## config.mk

```make
export PLATFORM = sky130hd
export DESIGN_NAME = timer_ctrl
export DESIGN_NICKNAME = d
export VERILOG_FILES = /design/src/rtl/timer_ctrl_pkg.sv /design/src/rtl/timer_ctrl_cnt.sv /design/src/rtl/timer_ctrl.sv
export SDC_FILE = /design/constraint.sdc
export NUM_CORES = 1
export LEC_CHECK = 0
export CORE_MARGIN = 2
export CORE_UTILIZATION = 47
export DETAILED_ROUTE_END_ITERATION = 8
export GPL_ROUTABILITY_DRIVEN = 0
export GPL_TIMING_DRIVEN = 1
export PLACE_DENSITY = 0.9
export REMOVE_ABC_BUFFERS = 1
export SLEW_MARGIN = 20
export SYNTH_ARGS = -nofsm -noshare
export SYNTH_HDL_FRONTEND = slang
export SYNTH_SLANG_ARGS = --single-unit
```

## constraint.sdc

```tcl
create_clock -name clk -period 3 [get_ports clk]
set_input_delay 0.9 -clock clk [delete_from_list [all_inputs] [get_ports clk]]
set_output_delay 0.9 -clock clk [all_outputs]
set_load 0.005 [all_outputs]
```

## src/rtl/timer_ctrl_pkg.sv

```systemverilog
// Shared types and default sizes for the timer controller.
//   state_e   : controller state, encoding visible on the state output port
//   WIDTH_DEF : default counter/limit width
//   PRE_W_DEF : default prescaler width (used with TIMER_CTRL_PRESCALE_EN)
package timer_ctrl_pkg;

    localparam int unsigned WIDTH_DEF = 4;
    localparam int unsigned PRE_W_DEF = 4;

    typedef enum logic [1:0] {
        ST_IDLE = 2'd0,
        ST_RUN  = 2'd1,
        ST_HOLD = 2'd2,
        ST_DONE = 2'd3
    } state_e;

endpackage

```

## src/rtl/timer_ctrl_cnt.sv

```systemverilog
// WIDTH-bit up-counter datapath driven by the timer controller.
// Ports:
//   clk, rstn : clock, synchronous active-low reset
//   clr       : load zero (wins over en)
//   en        : advance by one
//   count     : registered counter value
module timer_ctrl_cnt
    import timer_ctrl_pkg::*;
#(
    parameter int unsigned WIDTH = WIDTH_DEF
) (
    input  logic             clk,
    input  logic             rstn,
    input  logic             clr,
    input  logic             en,
    output logic [WIDTH-1:0] count
);

    logic [WIDTH-1:0] count_d;
    logic [WIDTH-1:0] count_q;

    // Next count: clear has priority over advance.
    always_comb begin
        count_d = count_q;
        if (clr) begin
            count_d = '0;
        end else if (en) begin
            count_d = count_q + WIDTH'(1);
        end
    end

    always_ff @(posedge clk) begin
        if (!rstn) begin
            count_q <= '0;
        end else begin
            count_q <= count_d;
        end
    end

    assign count = count_q;

endmodule

```

## src/rtl/timer_ctrl.sv

```systemverilog
// Sequencing controller for an up-counter: start/stop/hold, programmable
// terminal count, one-shot and periodic modes.
// Optional prescaler enabled by defining TIMER_CTRL_PRESCALE_EN.
// Ports:
//   clk, rstn              : clock, synchronous active-low reset
//   cfg_we                 : config write, honoured in IDLE/DONE only
//   cfg_limit, cfg_periodic: terminal count and mode (1 = periodic)
//   cfg_prescale           : prescaler terminal value (prescale build only)
//   start, stop, hold, ack : control strobes / hold level / done clear
//   count                  : current counter value
//   busy, done             : decoded from state (RUN|HOLD, DONE)
//   tc_pulse               : registered one-cycle terminal-count pulse
//   state                  : IDLE=0, RUN=1, HOLD=2, DONE=3
module timer_ctrl
    import timer_ctrl_pkg::*;
#(
    parameter int unsigned WIDTH = WIDTH_DEF
`ifdef TIMER_CTRL_PRESCALE_EN
    ,
    parameter int unsigned PRE_W = PRE_W_DEF
`endif
) (
    input  logic             clk,
    input  logic             rstn,
    input  logic             cfg_we,
    input  logic [WIDTH-1:0] cfg_limit,
    input  logic             cfg_periodic,
`ifdef TIMER_CTRL_PRESCALE_EN
    input  logic [PRE_W-1:0] cfg_prescale,
`endif
    input  logic             start,
    input  logic             stop,
    input  logic             hold,
    input  logic             ack,
    output logic [WIDTH-1:0] count,
    output logic             busy,
    output logic             tc_pulse,
    output logic             done,
    output logic [1:0]       state
);

    state_e           state_d, state_q;
    logic [WIDTH-1:0] limit_d, limit_q;
    logic             periodic_d, periodic_q;
    logic             tc_pulse_d, tc_pulse_q;
    logic             cnt_clr;
    logic             cnt_en;
    logic [WIDTH-1:0] cnt_val;
    logic             cfg_ok;
    logic             tick;

    // Config and fresh starts are only accepted while not running.
    assign cfg_ok = (state_q == ST_IDLE) || (state_q == ST_DONE);

`ifdef TIMER_CTRL_PRESCALE_EN
    logic [PRE_W-1:0] pre_d, pre_q;
    logic [PRE_W-1:0] prescale_d, prescale_q;
    logic             run_adv;

    // Counting slot in RUN, or on the edge that leaves HOLD.
    assign run_adv = !stop && !hold &&
                     ((state_q == ST_RUN) || (state_q == ST_HOLD));
    assign tick    = (pre_q == prescale_q);

    // Prescaler: restarts on accepted start/stop, frozen outside counting slots.
    always_comb begin
        pre_d      = pre_q;
        prescale_d = prescale_q;
        if (cfg_we && cfg_ok) begin
            prescale_d = cfg_prescale;
        end
        if (stop || (start && cfg_ok)) begin
            pre_d = '0;
        end else if (run_adv) begin
            pre_d = tick ? '0 : pre_q + PRE_W'(1);
        end
    end

    always_ff @(posedge clk) begin
        if (!rstn) begin
            pre_q      <= '0;
            prescale_q <= '0;
        end else begin
            pre_q      <= pre_d;
            prescale_q <= prescale_d;
        end
    end
`else
    assign tick = 1'b1;
`endif

    // Next-state, counter control and terminal-count decode.
    // Leaving HOLD counts on the same edge so the period stretches by exactly
    // the number of held edges.
    always_comb begin
        state_d    = state_q;
        tc_pulse_d = 1'b0;
        cnt_clr    = 1'b0;
        cnt_en     = 1'b0;
        limit_d    = limit_q;
        periodic_d = periodic_q;
        if (cfg_we && cfg_ok) begin
            limit_d    = cfg_limit;
            periodic_d = cfg_periodic;
        end
        if (stop) begin
            state_d = ST_IDLE;
            cnt_clr = 1'b1;
        end else begin
            case (state_q)
                ST_IDLE: begin
                    if (start) begin
                        state_d = ST_RUN;
                        cnt_clr = 1'b1;
                    end
                end
                ST_DONE: begin
                    if (start) begin
                        state_d = ST_RUN;
                        cnt_clr = 1'b1;
                    end else if (ack) begin
                        state_d = ST_IDLE;
                        cnt_clr = 1'b1;
                    end
                end
                ST_RUN, ST_HOLD: begin
                    if (hold) begin
                        state_d = ST_HOLD;
                    end else begin
                        state_d = ST_RUN;
                        if (tick) begin
                            if (cnt_val == limit_q) begin
                                tc_pulse_d = 1'b1;
                                if (periodic_q) begin
                                    cnt_clr = 1'b1;
                                end else begin
                                    state_d = ST_DONE;
                                end
                            end else begin
                                cnt_en = 1'b1;
                            end
                        end
                    end
                end
                default: state_d = ST_IDLE;
            endcase
        end
    end

    always_ff @(posedge clk) begin
        if (!rstn) begin
            state_q    <= ST_IDLE;
            limit_q    <= '1;
            periodic_q <= 1'b0;
            tc_pulse_q <= 1'b0;
        end else begin
            state_q    <= state_d;
            limit_q    <= limit_d;
            periodic_q <= periodic_d;
            tc_pulse_q <= tc_pulse_d;
        end
    end

    timer_ctrl_cnt #(
        .WIDTH (WIDTH)
    ) u_cnt (
        .clk   (clk),
        .rstn  (rstn),
        .clr   (cnt_clr),
        .en    (cnt_en),
        .count (cnt_val)
    );

    assign count    = cnt_val;
    assign state    = state_q;
    assign busy     = (state_q == ST_RUN) || (state_q == ST_HOLD);
    assign done     = (state_q == ST_DONE);
    assign tc_pulse = tc_pulse_q;

endmodule
```

==> out/results.tsv, run 1 <==
stage	metric	value	unit
detailed_routing	met3 wire len	42	um
worst_setup_path	critical path fanouts, max	6	
yosys	synth warn	0	
hold_path	Hold EP	limit_q[1]	
hold_path	hold_sp	limit_q[1]	
placement	hpwl dp	1067	um
cts	Setup Buffers After CTS	0	
floorplanning	CORE AREA	1301	sq um
final_layout	layout cell share with drive strength beyond 1	7.368	%
floorplanning	die height	41.35	um
worst_setup_path	Setup CP Type	reg2out	
detailed_routing	wire length on met2	637	um
final_layout	Util after Layout	70.00	%
power	Worst VDD drop	0.2155	mV
detailed_routing	First-pass DRT Iterations	4	
yosys	post-synth top area share	36.64	%
worst_setup_path	Arrival @ worst endpoint	1.67	ns
floorplanning	Die Width	41.35	um
final_layout	Multi-input gate area	400.4	sq um
final_layout	final net count	112	
yosys	sequential fraction of the synthesis area	36.64	%
worst_setup_path	Startpoint Class	register	
grt	initial antenna violation count	0	
final_layout	FF/Latch Area	240.2	sq um
yosys	post-synth top area cell	dfxtp_1	
final_layout	Layout area overhead	38.93	%
floorplanning	Top-Level Pins	21	
yosys	Synth Register Bits	12	
worst_setup_path	Worst R2R Start	state[0]	
final_layout	final non-filler cell total	110	
sta	actual slew at the worst max-slew pin	0.4384	ns
sta	Rel. slew slack	70.50	%
floorplanning	Core Rows	13	
grt	first-pass GRT wire length	2049	um
worst_setup_path	r2r worst-path depth	6	
final_layout	fin area	910.9	sq um
worst_setup_path	launch point of the worst path	state[0]	
detailed_routing	DR iter-0 viols	10	
cts	CTS buffer count	3	
placement	Port Buffers	20	
cts	CTS tree	yes	
yosys	Post-Syn Instances	71	
sta	max-slew violation count	0	
sta	hold_ws	0.4889	ns
final_layout	fillers	108	
detailed_routing	via density per instance	5.255	
cts	H-tree depth	1	
detailed_routing	DRC	0	
worst_setup_path	R2R Setup Slk	1.14	ns
sta	Setup TNS Final	0	ns
grt	total grt overflow	0	
sta	Tcrit/Tclk final	85.55	%
worst_setup_path	CP endpoint kind	output port	
cts	clk sinks	12	
power	Leak Pwr	0.3530	nW
yosys	post-synthesis cell type count	23	
yosys	Avg Cell Area, Syn	9.234	sq um
cts	CTS root buf	clkbuf_4	
sta	Final Critical Period	2.567	ns
detailed_routing	Avg WL per Cell	11.65	um
yosys	synthesized area	655.6	sq um
yosys	Post-synth ARST share	0	%
detailed_routing	met1 WL	573	um
run	Max-Cap Viols	0	
grt	GRT Overall Usage	18.49	%
cts	CTS resizes	0	
detailed_routing	via count	578	
placement	DP Cell Count	106	
cts	CTS Buffer Depth	2	
yosys	largest cells by area after synthesis	dfxtp_1 (37%), ha_1 (7.6%), nand2_1 (5.7%)	
detailed_routing	drt total wl	1281	um
yosys	EDFF count, synth	0	
cts	hold_buf cts	0	
power	pwr/cell area	389.7	nW/um^2
final_layout	ANT cells	0	
grt	vias in the first global route	486	
worst_setup_path	FF-to-FF End	u_cnt.count[3]	
hold_path	Hold Crit Class	reg2reg	
cts	Clock Latency Late Sink	0.28	ns
hold_path	Worst Hold Depth	2	
yosys	prevailing post-synth register cell	dfxtp_1	
floorplanning	die area	1710	sq um
sta	RSZ-0062 raised after global routing	false	
sta	Layout Skew	0.004577	ns
placement	area of placed instances	874.6	sq um
worst_setup_path	worst path required time	2.10	ns
detailed_routing	final antenna-violating net count	0	
outcome	run status	finished, final reports clean	
detailed_routing	highest routed metal layer	met4	
sta	final hold vios	0	
floorplanning	Initial Util	50.38	%
sta	Final Setup Violations	0	
grt	largest net degree at the start of global routing	8	
cts	Clock Pin Slew Worst Setup and Hold Paths	0.08	ns
sta	f_max	389.6	MHz
==> worst max-delay path by stage <==
stage                                 to  slack, ns  cells past startpoint
after floorplan           u_cnt.count[3]       1.22                      4
after global placement    u_cnt.count[3]       0.69                      5
after detailed placement  u_cnt.count[3]       0.63                      5
after CTS                           busy       0.41                      3
after global routing                busy       0.32                      3
final                               busy       0.43                      3
==> Yosys cell counts, types with 3 or more instances <==
cell type  instances
a21oi_1            3
xor2_1             4
nand2b_1           4
dfxtp_1           12
nand2_1           10
ha_1               4
nand3_1            5
nor2b_1            4
nor2_1             3
inv_1              4
==> layout by cell type (no fill, tap or decap), drive strengths merged <==
| cell | n |
|---|---|
| o41ai | 1 |
| a311oi | 2 |
| a21oi | 3 |
| clkdlybuf4s50 | 20 |
| nand2 | 10 |
| nor3b | 3 |
| a21boi | 1 |
| nand3 | 5 |
| nand2b | 4 |
| o21ai | 2 |
| nor2 | 3 |
| clkbuf | 4 |
| mux2i | 2 |
| nor4 | 1 |
| nor2b | 4 |
| inv | 4 |
| dfxtp | 12 |
| o21bai | 1 |
| ha | 4 |
| or3 | 2 |
| xor2 | 5 |
| o22a | 1 |
| a211o | 1 |
==> state kept, by name, summed over array words and instances (netlist names) <==
register	count
limit_q	4
state	2
periodic_q	1
u_cnt.count	4
tc_pulse	1
==> metal layers <==
layer / up-vias / GRT usage, %
met2: 13 / 29.69
met3: 2 / 4.787
li1: 295 / -
met5: - / 0
met1: 268 / 23.53
met4: 0 / 7.258
==> worst max-delay path, cell delays in order, from the launching register on <==
cell and delay, ns:
dfxtp_1 0.40, inv_1 0.08, ha_1 0.38, clkdlybuf4s50_1 0.53
==> cell type report <==
class | instances | share of cell area, %
Tap cell | 15 | 2.060
Clock buffer | 4 | 3.984
Multi-Input combinational cell | 55 | 43.96
Inverter | 4 | 1.648
Sequential cell | 12 | 26.37
Timing Repair Buffer | 20 | 21.98
==> power by group <==
part	internal, mW	switching, mW	total, mW
registers	0.165	0.00510	0.170
logic	0.0294	0.0244	0.0538
clock network	0.0739	0.0569	0.131
total	0.269	0.0864	0.355
==> kinds of logic (layout without fill, tap and decap cells) <==
kind of cell	count (synthesis)	in the layout	synth area share [%]
AOI/OAI and AO/OA	12	12	15.65
xor gates and xnor gates	5	5	7.825
adders and majority gates	4	4	7.634
buffers and inverters	4	28	2.289
DFF	12	12	36.64
muxes	2	2	3.054
and+or+nand+nor	32	32	26.91
==> metrics by stage <==
stage	total power, mW	setup WS, ns
after floorplan	0.2018	1.225
after global placement	0.2259	0.6883
after detailed placement	0.2284	0.6278
after CTS	0.3583	0.4108
after global routing	0.3735	0.3248
final	0.3550	0.4334
Power figures use the tool's default switching activity.
==> run 2, diff against run 1 <==
TNS_END_PERCENT = 10   (was unset)
==> results of run 2 <==
The final DEF is identical to that of run 1; final timing and power are the same.
==> run 3, diff against run 2 <==
ABC_CLOCK_PERIOD_IN_PS = 3000   (was unset)
==> results of run 3 <==
The final DEF is identical to that of run 1; final timing and power are the same.
